===== config.mk =====
export PLATFORM = sky130hd
export DESIGN_NAME = pll_supervisor
export DESIGN_NICKNAME = d
export VERILOG_FILES = /design/src/rtl/pll_supervisor_pkg.sv /design/src/rtl/sync_2ff.sv /design/src/rtl/pll_supervisor.sv
export SDC_FILE = /design/constraint.sdc
export NUM_CORES = 1
export LEC_CHECK = 0
export CORE_AREA = 2 2 65 51
export DETAILED_ROUTE_END_ITERATION = 7
export DIE_AREA = 0 0 67 53
export PLACE_DENSITY = 0.68
export SETUP_SLACK_MARGIN = 0.4
export SLEW_MARGIN = 20
export SYNTH_ARGS = -nofsm -noshare
export SYNTH_HDL_FRONTEND = slang
export SYNTH_SLANG_ARGS = --single-unit

===== constraint.sdc =====
create_clock -name clk_in -period 7 [get_ports clk_in]
set_input_delay 0.7 -clock clk_in [delete_from_list [all_inputs] [get_ports clk_in]]
set_output_delay 0.7 -clock clk_in [all_outputs]
set_load 0.02 [all_outputs]

===== src/rtl/pll_supervisor_pkg.sv =====
// ---------------------------------------------------------------------------
// pll_supervisor_pkg
//   Shared definitions for the PLL reset/lock supervisor:
//     - supervisor state encoding (fixed values, visible in waveforms/debug)
//     - width of the retry counter and of the optional lock-loss counter
//     - a small helper used to size the shared cycle counter
// ---------------------------------------------------------------------------
package pll_supervisor_pkg;

    typedef enum logic [2:0] {
        PLL_RST   = 3'd0,
        WAIT_LOCK = 3'd1,
        STABLE    = 3'd2,
        RUN       = 3'd3,
        FAULT     = 3'd4
    } sup_state_t;

    localparam int RETRY_W  = 4;
    localparam int LOSS_W   = 8;
    localparam int LOSS_MAX = (2 ** LOSS_W) - 1;

    // Largest of three values, used to size the single shared cycle counter.
    function automatic int max3(input int a, input int b, input int c);
        int m;
        m = (a > b) ? a : b;
        return (m > c) ? m : c;
    endfunction

endpackage


===== src/rtl/sync_2ff.sv =====
// ---------------------------------------------------------------------------
// sync_2ff
//   Generic 1-bit two-flop synchroniser for asynchronous inputs.
//   Both stages reset asynchronously to 0, so a synchronised "good" flag
//   always reads as inactive coming out of reset.
// Ports
//   clk   in  1  destination clock
//   rst   in  1  asynchronous, active-high reset
//   d     in  1  asynchronous input
//   q     out 1  synchronised output, 2 cycles of latency
// ---------------------------------------------------------------------------
module sync_2ff (
    input  logic clk,
    input  logic rst,
    input  logic d,
    output logic q
);

    logic meta;

    // First stage may go metastable; the second stage gives it a full cycle
    // to resolve before anything downstream looks at the value.
    always_ff @(posedge clk or posedge rst) begin
        if (rst) begin
            meta <= 1'b0;
            q    <= 1'b0;
        end else begin
            meta <= d;
            q    <= meta;
        end
    end

endmodule


===== src/rtl/pll_supervisor.sv =====
// ---------------------------------------------------------------------------
// pll_supervisor
//   Reset/lock supervisor running on the crystal clock. Holds the PLL core in
//   reset, waits for lock, requires the lock to stay up for a while, then
//   releases the system reset and raises ready. A lock timeout retries the
//   PLL; too many retries end in a sticky FAULT that only reset clears.
//   sys_rst and ready must be re-synchronised by their consumers into the
//   PLL output clock domain.
//
// Optional feature macro: PLL_SUP_LOSS_CNT_EN
//   When defined, lock_loss_cnt exists and counts RUN->PLL_RST transitions
//   (saturating at 255, cleared only by reset).
//
// Parameters
//   PLL_RST_CYCLES       cycles pll_reset_n is held low per attempt (>=1)
//   LOCK_TIMEOUT_CYCLES  cycles allowed waiting for lock before a retry (>=2)
//   LOCK_STABLE_CYCLES   consecutive lock cycles needed before release (>=1)
//   MAX_RETRIES          retries allowed before FAULT (1..15)
// Ports
//   clk_in         in   1  crystal clock (also feeds the PLL core)
//   reset          in   1  asynchronous, active-high reset
//   pll_locked     in   1  PLL lock indicator, asynchronous to clk_in
//   pll_reset_n    out  1  PLL core reset, low = PLL held in reset
//   sys_rst        out  1  active-high reset for the PLL-clocked logic
//   ready          out  1  PLL locked, stable and system released
//   fault          out  1  sticky, retries exhausted
//   retry_cnt      out  4  PLL reset attempts since last entry to RUN
//   lock_loss_cnt  out  8  lock losses while running (macro only)
// ---------------------------------------------------------------------------
module pll_supervisor
    import pll_supervisor_pkg::*;
#(
    parameter int PLL_RST_CYCLES      = 16,
    parameter int LOCK_TIMEOUT_CYCLES = 65536,
    parameter int LOCK_STABLE_CYCLES  = 1024,
    parameter int MAX_RETRIES         = 7
) (
    input  logic               clk_in,
    input  logic               reset,
    input  logic               pll_locked,
    output logic               pll_reset_n,
    output logic               sys_rst,
    output logic               ready,
    output logic               fault,
    output logic [RETRY_W-1:0] retry_cnt
`ifdef PLL_SUP_LOSS_CNT_EN
    ,
    output logic [LOSS_W-1:0]  lock_loss_cnt
`endif
);

    // One counter serves every timed state, so it only has to cover the
    // longest of the three intervals.
    localparam int CNT_MAX = max3(PLL_RST_CYCLES, LOCK_TIMEOUT_CYCLES, LOCK_STABLE_CYCLES);
    localparam int CNT_W   = $clog2(CNT_MAX);

    localparam logic [CNT_W-1:0]   RST_LAST    = CNT_W'(PLL_RST_CYCLES - 1);
    localparam logic [CNT_W-1:0]   TIMEOUT_LAST = CNT_W'(LOCK_TIMEOUT_CYCLES - 1);
    localparam logic [CNT_W-1:0]   STABLE_LAST = CNT_W'(LOCK_STABLE_CYCLES - 1);
    localparam logic [RETRY_W-1:0] RETRY_LIMIT = RETRY_W'(MAX_RETRIES);

    // Parameter range checks at elaboration time.
    if (PLL_RST_CYCLES < 1) begin : g_bad_rst_cycles
        $error("pll_supervisor: PLL_RST_CYCLES must be >= 1");
    end
    if (LOCK_TIMEOUT_CYCLES < 2) begin : g_bad_timeout
        $error("pll_supervisor: LOCK_TIMEOUT_CYCLES must be >= 2");
    end
    if (LOCK_STABLE_CYCLES < 1) begin : g_bad_stable
        $error("pll_supervisor: LOCK_STABLE_CYCLES must be >= 1");
    end
    if (MAX_RETRIES < 1 || MAX_RETRIES > 15) begin : g_bad_retries
        $error("pll_supervisor: MAX_RETRIES must be in 1..15");
    end

    sup_state_t       state;
    sup_state_t       next_state;
    logic [CNT_W-1:0] cnt;
    logic             lock_s;

    logic             pll_reset_n_d;
    logic             sys_rst_d;
    logic             ready_d;
    logic             fault_d;

    sync_2ff u_lock_sync (
        .clk (clk_in),
        .rst (reset),
        .d   (pll_locked),
        .q   (lock_s)
    );

    // State register plus the shared interval counter. The counter restarts
    // on every state change, so each timed state measures from its own entry
    // (including STABLE->WAIT_LOCK, which therefore restarts the timeout).
    always_ff @(posedge clk_in or posedge reset) begin
        if (reset) begin
            state <= PLL_RST;
            cnt   <= '0;
        end else begin
            state <= next_state;
            if (next_state != state) begin
                cnt <= '0;
            end else begin
                cnt <= cnt + 1'b1;
            end
        end
    end

    // Next-state logic. In WAIT_LOCK a lock seen in the same cycle as the
    // timeout takes priority over the retry/fault decision.
    always_comb begin
        next_state = state;
        case (state)
            PLL_RST: begin
                if (cnt == RST_LAST) begin
                    next_state = WAIT_LOCK;
                end
            end
            WAIT_LOCK: begin
                if (lock_s) begin
                    next_state = STABLE;
                end else if (cnt == TIMEOUT_LAST) begin
                    next_state = (retry_cnt == RETRY_LIMIT) ? FAULT : PLL_RST;
                end
            end
            STABLE: begin
                if (!lock_s) begin
                    next_state = WAIT_LOCK;
                end else if (cnt == STABLE_LAST) begin
                    next_state = RUN;
                end
            end
            RUN: begin
                if (!lock_s) begin
                    next_state = PLL_RST;
                end
            end
            FAULT: begin
                next_state = FAULT;
            end
            default: begin
                next_state = PLL_RST;
            end
        endcase
    end

    // Output decode from the state being entered, so the registered outputs
    // change on the same edge as the state (e.g. ready in the first RUN cycle).
    always_comb begin
        pll_reset_n_d = (next_state != PLL_RST) && (next_state != FAULT);
        sys_rst_d     = (next_state != RUN);
        ready_d       = (next_state == RUN);
        fault_d       = (next_state == FAULT);
    end

    // Registered outputs; reset values hold the PLL and the system in reset.
    always_ff @(posedge clk_in or posedge reset) begin
        if (reset) begin
            pll_reset_n <= 1'b0;
            sys_rst     <= 1'b1;
            ready       <= 1'b0;
            fault       <= 1'b0;
        end else begin
            pll_reset_n <= pll_reset_n_d;
            sys_rst     <= sys_rst_d;
            ready       <= ready_d;
            fault       <= fault_d;
        end
    end

    // Retry counter: one count per timeout-triggered PLL reset, cleared once
    // the system reaches RUN. Holds its value in FAULT for diagnosis.
    always_ff @(posedge clk_in or posedge reset) begin
        if (reset) begin
            retry_cnt <= '0;
        end else if ((next_state == RUN) && (state != RUN)) begin
            retry_cnt <= '0;
        end else if ((state == WAIT_LOCK) && (next_state == PLL_RST)) begin
            retry_cnt <= retry_cnt + 1'b1;
        end
    end

`ifdef PLL_SUP_LOSS_CNT_EN
    // Lock-loss counter: counts every drop out of RUN, saturating so a
    // flapping PLL never wraps back to a small, reassuring number.
    always_ff @(posedge clk_in or posedge reset) begin
        if (reset) begin
            lock_loss_cnt <= '0;
        end else if ((state == RUN) && (next_state == PLL_RST) &&
                     (lock_loss_cnt != LOSS_W'(LOSS_MAX))) begin
            lock_loss_cnt <= lock_loss_cnt + 1'b1;
        end
    end
`else
    // No lock-loss counter in this build.
`endif

endmodule


Word level (Yosys, flattened, before mapping)
Cells that the tools add are included.
{ "totals": {"regBits": 29, "inputBits": 3, "wordCells": 43} }
{ "op_classes": {"add_sub_neg": 2, "eq_ne": 14, "mux": 11, "n_reduce_logical": 7} }
{ "ops": {"columns": ["op", "count"], "rows": [
  ["$mux 3", 7],
  ["$add 16x1->16 const B", 1],
  ["$eq 16x10->1 const B", 1],
  ["$eq 16x16->1 const B", 1],
  ["$eq 16x4->1 const B", 1],
  ["$mux 16", 1],
  ["$pmux 3 s5", 1],
  ["$eq 3x2->1 const B", 3],
  ["$mux 4", 2],
  ["$eq 3x3->1 const B", 2],
  ["$logic_not 3->1", 2],
  ["$ne 3x2->1 const B", 2],
  ["$add 4x1->4 const B", 1],
  ["$eq 4x3->1 const B", 1],
  ["$eq 3x1->1 const B", 1],
  ["$logic_and 1x1->1", 3],
  ["$ne 3x3->1", 1],
  ["$ne 3x3->1 const B", 1],
  ["$reduce_bool 3->1", 1],
  ["$reduce_bool 2->1", 1]
]} }

Logic depth before layout (Yosys ltp)
{ "depth": {"word_depth": 9, "ltp_mapped": 8} }

Cells and area by module
Synthesis repeated with hierarchy kept, for this count alone.
{ "hier_totals": {"cells_unflattened": 143, "area_unflattened_um2": 1524.0} }
{ "modules_own_cells": {"columns": ["mod", "n_inst", "cells_per_inst", "area_per_inst_um2", "seq_area_each_um2"], "rows": [
  ["pll_supervisor", 1, 140, 1470.2, 676.9],
  ["sync_2ff", 1, 3, 53.8, 50.0]
]} }

Worst setup path before layout
No wires, ideal clock.
{ "synth_path": {"kind": "reg-to-reg", "startpoint": "reg cnt[0]", "endpoint": "reg retry_cnt[0]", "setup_ps": 81, "t_arrival_ps": 2152, "required_time_ps": 6919, "slack_ps": 4767, "stages_incl_launch_ff": 9, "n_path_buf": 1, "period_less_slack_ps": 2233, "cell_sequence": "dfrtp_1 -> ha_1 -> nand3_1 -> nor4_1 -> nor2_1 -> nor4_1 -> buf_6 -> mux2_4 -> mux2i_4"} }
{ "synth_between": {"elab_chain_cells": 7, "elab_cells_between_ends": 15, "cone_classes": "eq/ne: 4; mux: 7; reduce/logical: 4"} }
{ "synth_rtl": {"columns": ["item", "line", "source"], "rows": [
  ["start: declaration", "pll_supervisor.sv:78", "logic [CNT_W-1:0] cnt;"],
  ["start signal: assignment", "pll_supervisor.sv:105", "cnt <= cnt + 1'b1;"],
  ["$eq 16x10->1 or $eq 16x16->1 (tied branches)", "pll_supervisor.sv:130, pll_supervisor.sv:123", null],
  ["$mux 3 (on tied branches)", "pll_supervisor.sv:130, pll_supervisor.sv:123", null],
  ["$mux 3 (on tied branches)", "pll_supervisor.sv:128, pll_supervisor.sv:121", null],
  ["$pmux 3 s5 *", "pll_supervisor.sv:114", "case (state)"],
  ["$eq 3x2->1 or $logic_not 3->1 (tied branches)", "pll_supervisor.sv:177, pll_supervisor.sv:179", null],
  ["$logic_and 1x1->1 (on tied branches)", "pll_supervisor.sv:177, pll_supervisor.sv:179", null],
  ["$mux 4 or $reduce_bool 2->1 (tied branches)", null, null],
  ["end signal: assignment", "pll_supervisor.sv:180", "retry_cnt <= retry_cnt + 1'b1;"],
  ["end: declaration", "pll_supervisor.sv:45", "output logic [RETRY_W-1:0] retry_cnt"]
]} }
Every way passes the cells marked *; elsewhere a longest branch is shown, timed or not.
A chain may end at the register's enable or synchronous reset.

Worst setup path after layout
Ends and elaborated chain as after synthesis.

==> flow_summary.yaml <==
sta:
  worst_slew_pin_slew_ns: 0.583
  rsz0062_at_grt: "false"
  finalHoldViolCount: 0
  period_minus_slack_ns: 2.42
  timing.final.crit_share_pct: 34.5
  slew_violations: 0
  setup_tns_ns: 0
  max_freq_mhz: 414
  slew-limit-headroom_pct: 61.1
  fin_worst_skew_ns: 0.00387
  fin_ws_ns: 4.58
  setup_viol: 0
final_layout:
  drive_gt1_share_pct: 11.3
  nets: 163
  mostFrequentLayoutCell: "nor2_1"
  areaGrowthSynthToFinish_pct: 15.7
  layout_common_cells: "nor2_1, dfrtp_1, clkdlybuf4s50_1, nand2_1, nand3_1"
  final_area_mm2: 0.00163
  antennaDiodeCount: 0
setup_path:
  max_stage_delay_ns: 0.49
  crit_buf_inv: 1
  r2r_slack_ns: 4.58
  rr_worst_depth: 8
  path_common_cell: "nor4_1"
  reg2reg_to: "retry_cnt[0]$_DFFE_PP0P_"
  crit_start: "cnt[0]$_DFF_PP0_"
  cp.arrival_ns: 2.63
  crit_family: "simple AND/OR/NAND/NOR gates"
  r2r-start: "cnt[0]$_DFF_PP0_"
  crit_required_ns: 7.21
  cp_slowest_cell: "nor4_1"
  critPathLaunchType: "flop"
  critical_path_depth: 8
  crit_fanout: 11
  cp_cell_sequence: "ha_1 > nand3_1 > nor4_1 > nor2_1 > nor4_1 > buf_4 > mux2_4 > mux2i_4"
  critical_path_class: "flop to flop"
  crit_path_end: "retry_cnt[0]$_DFFE_PP0P_"
  critPathCaptureType: "flop"
synth:
  ys.flop_type: "dfrtp_1"
  synth_top_family_by_area: "simple AND/OR/NAND/NOR gates"
  syn_area_mm2: 0.00141
  synthXorXnorAreaFrac_pct: 8.70
  synth_compound_area_share_pct: 3.91
  syn_area_per_cell_um2: 9.85
  ys_seq_area_share_pct: 51.6
  yosys-top-cells-area: "dfrtp_1, nor2_1, xnor2_1"
  synthesis.nets: 148
  yosys_warnings: 0
  yosys.area_share.simple_pct: 28.1
  ys_seq_elements: 29
  synth-edff-count: 0
  ys_async_sr_fraction_pct: 100
  ys_types: 30
  synth_mux_area_share_pct: 2.66
  netlist.area_leader.share_pct: 49.7
  yosys.area_share.adder_pct: 1.78
  synth_top_cell_by_area: "dfrtp_1"
  netlist_instances: 143
routing:
  wl_um: 2430
  vias: 1032
  drtIter0Drc: 94
  dr.pass1.iters: 4
  drc: 0
  via_per_inst: 5.24
  antenna_left: 0
  wl_per_cell_um: 12.3
clock_tree:
  clockBufferDepth: 2
  cts_buffers: 5
  post_cts_resized: 0
  clock_sinks: 29
  hold_buffers: 0
  clk_transition_reported_paths_ns: 0.06
  cts_htree_levels: 2
  cts_tree: "yes"
  cts_root_buf: "clkbuf_8"
  cts_setup_buffers: 0
  insertion_delay_ns: 0.28
placement:
  gp_congestion: 0.808
  dp_slack_ns: 4.60
  dp_hpwl_um: 1740
  port_buffers: 10
  placed_cell_area_mm2: 0.00155
global_route:
  grt_pass1_vias: 981
  grt.overflow.total: 0
  antenna_found_initial: 0
  grt_max_degree: 30
  track_usage_pct: 17.4
  grt_pass1_wl_um: 4360
die:
  die_area_mm2: 0.00355
  io_pins: 11
  coreArea_mm2: 0.00289
  die_y_um: 53
  die_x_um: 67
  start_util_pct: 48.7
  rows: 17
pwr:
  p_comb_share_pct: 33.1
  vdd_ir_drop_max_mv: 0.186
  internal_power_uw: 352
  p_per_area_mw_per_mm2: 332
  leakagePower_uw: 0.000744
  switching_share_pct: 35.1
  p_seq_share_pct: 43.2
  p_sw_uw: 190
  power_frac_clock_pct: 23.7
run:
  maxCapViolations: 0
worst_hold_path:
  hp-class: "flop to flop"
  min_from: "u_lock_sync.meta$_DFF_PP0_"
status:
  status: "complete, no violations"
synthesized netlist by cell type (2+ instances only):
library cell,number
or2_2,2
clkbuf_1,2
and3_1,3
nand2b_1,4
ha_1,2
nand4_1,6
nor3_1,3
dfrtp_1,28
inv_1,6
xnor2_1,7
or4_1,3
nor2_1,29
a21oi_1,4
nor4_1,4
nor3b_1,3
nand3_1,8
a211o_1,2
xor2_1,7
nand2_1,9
sequential cells by signal, indices dropped and copies added (netlist names):
signal,flops
sys_rst,1
ready,1
pll_reset_n,1
retry_cnt,4
u_lock_sync.q,1
cnt,16
fault,1
u_lock_sync.meta,1
state,3
power by group through the flow:
stage	registers [µW]	clock network (µW)	logic, µW
4_1_cts	234	133	183
5_1_grt	241	141	199
2_1_floorplan	239	0	124
3_5_place_dp	237	0	181
6_report	234	128	179
3_3_place_gp	234	0	177
through the flow:
stage	total power [µW]	std cells	util, %	hold slack, ns
2_1_floorplan	363	143	-	0.331
3_3_place_gp	411	189	53.5	0.335
3_5_place_dp	418	189	53.5	0.336
4_1_cts	549	197	56.4	0.350
5_1_grt	581	197	56.4	0.357
6_report	542	197	56.4	0.350
worst min path at each step:
stage | endpoint | slack, ns | cells after the start
after floorplan | u_lock_sync.q$_DFF_PP0_ | 0.33 | 0
after global placement | u_lock_sync.q$_DFF_PP0_ | 0.33 | 0
after detailed placement | u_lock_sync.q$_DFF_PP0_ | 0.34 | 0
after CTS | u_lock_sync.q$_DFF_PP0_ | 0.35 | 0
after global routing | u_lock_sync.q$_DFF_PP0_ | 0.36 | 0
final | u_lock_sync.q$_DFF_PP0_ | 0.35 | 0
area by class of cell:
class | instances | area, µm²
clock buffer | 6 | 72.6
clock inverter | 2 | 10.0
fill | 260 | 1260
inverter | 6 | 22.5
multi-input combinational | 104 | 636
sequential | 29 | 727
tap | 38 | 47.5
timing repair buffer | 12 | 115
logic make-up after synthesis:
kind of cell / count (synthesis)
compound gates: 8
xor+xnor: 14
fa+ha+maj: 2
buf+inv: 10
flops: 29
mux: 2
simple gates: 78
per-layer routing:
| metal | vias to the layer above | GRT usage [%] | share of wire, % |
|---|---|---|---|
| met3 | 5 | 5.74 | 4.4 |
| met2 | 18 | 23.1 | 44 |
| met5 | - | 0 | 0 |
| met1 | 495 | 24.2 | 50 |
| li1 | 514 | - | - |
| met4 | 0 | 10.2 | 1.8 |
Power figures use the tool's default switching activity.
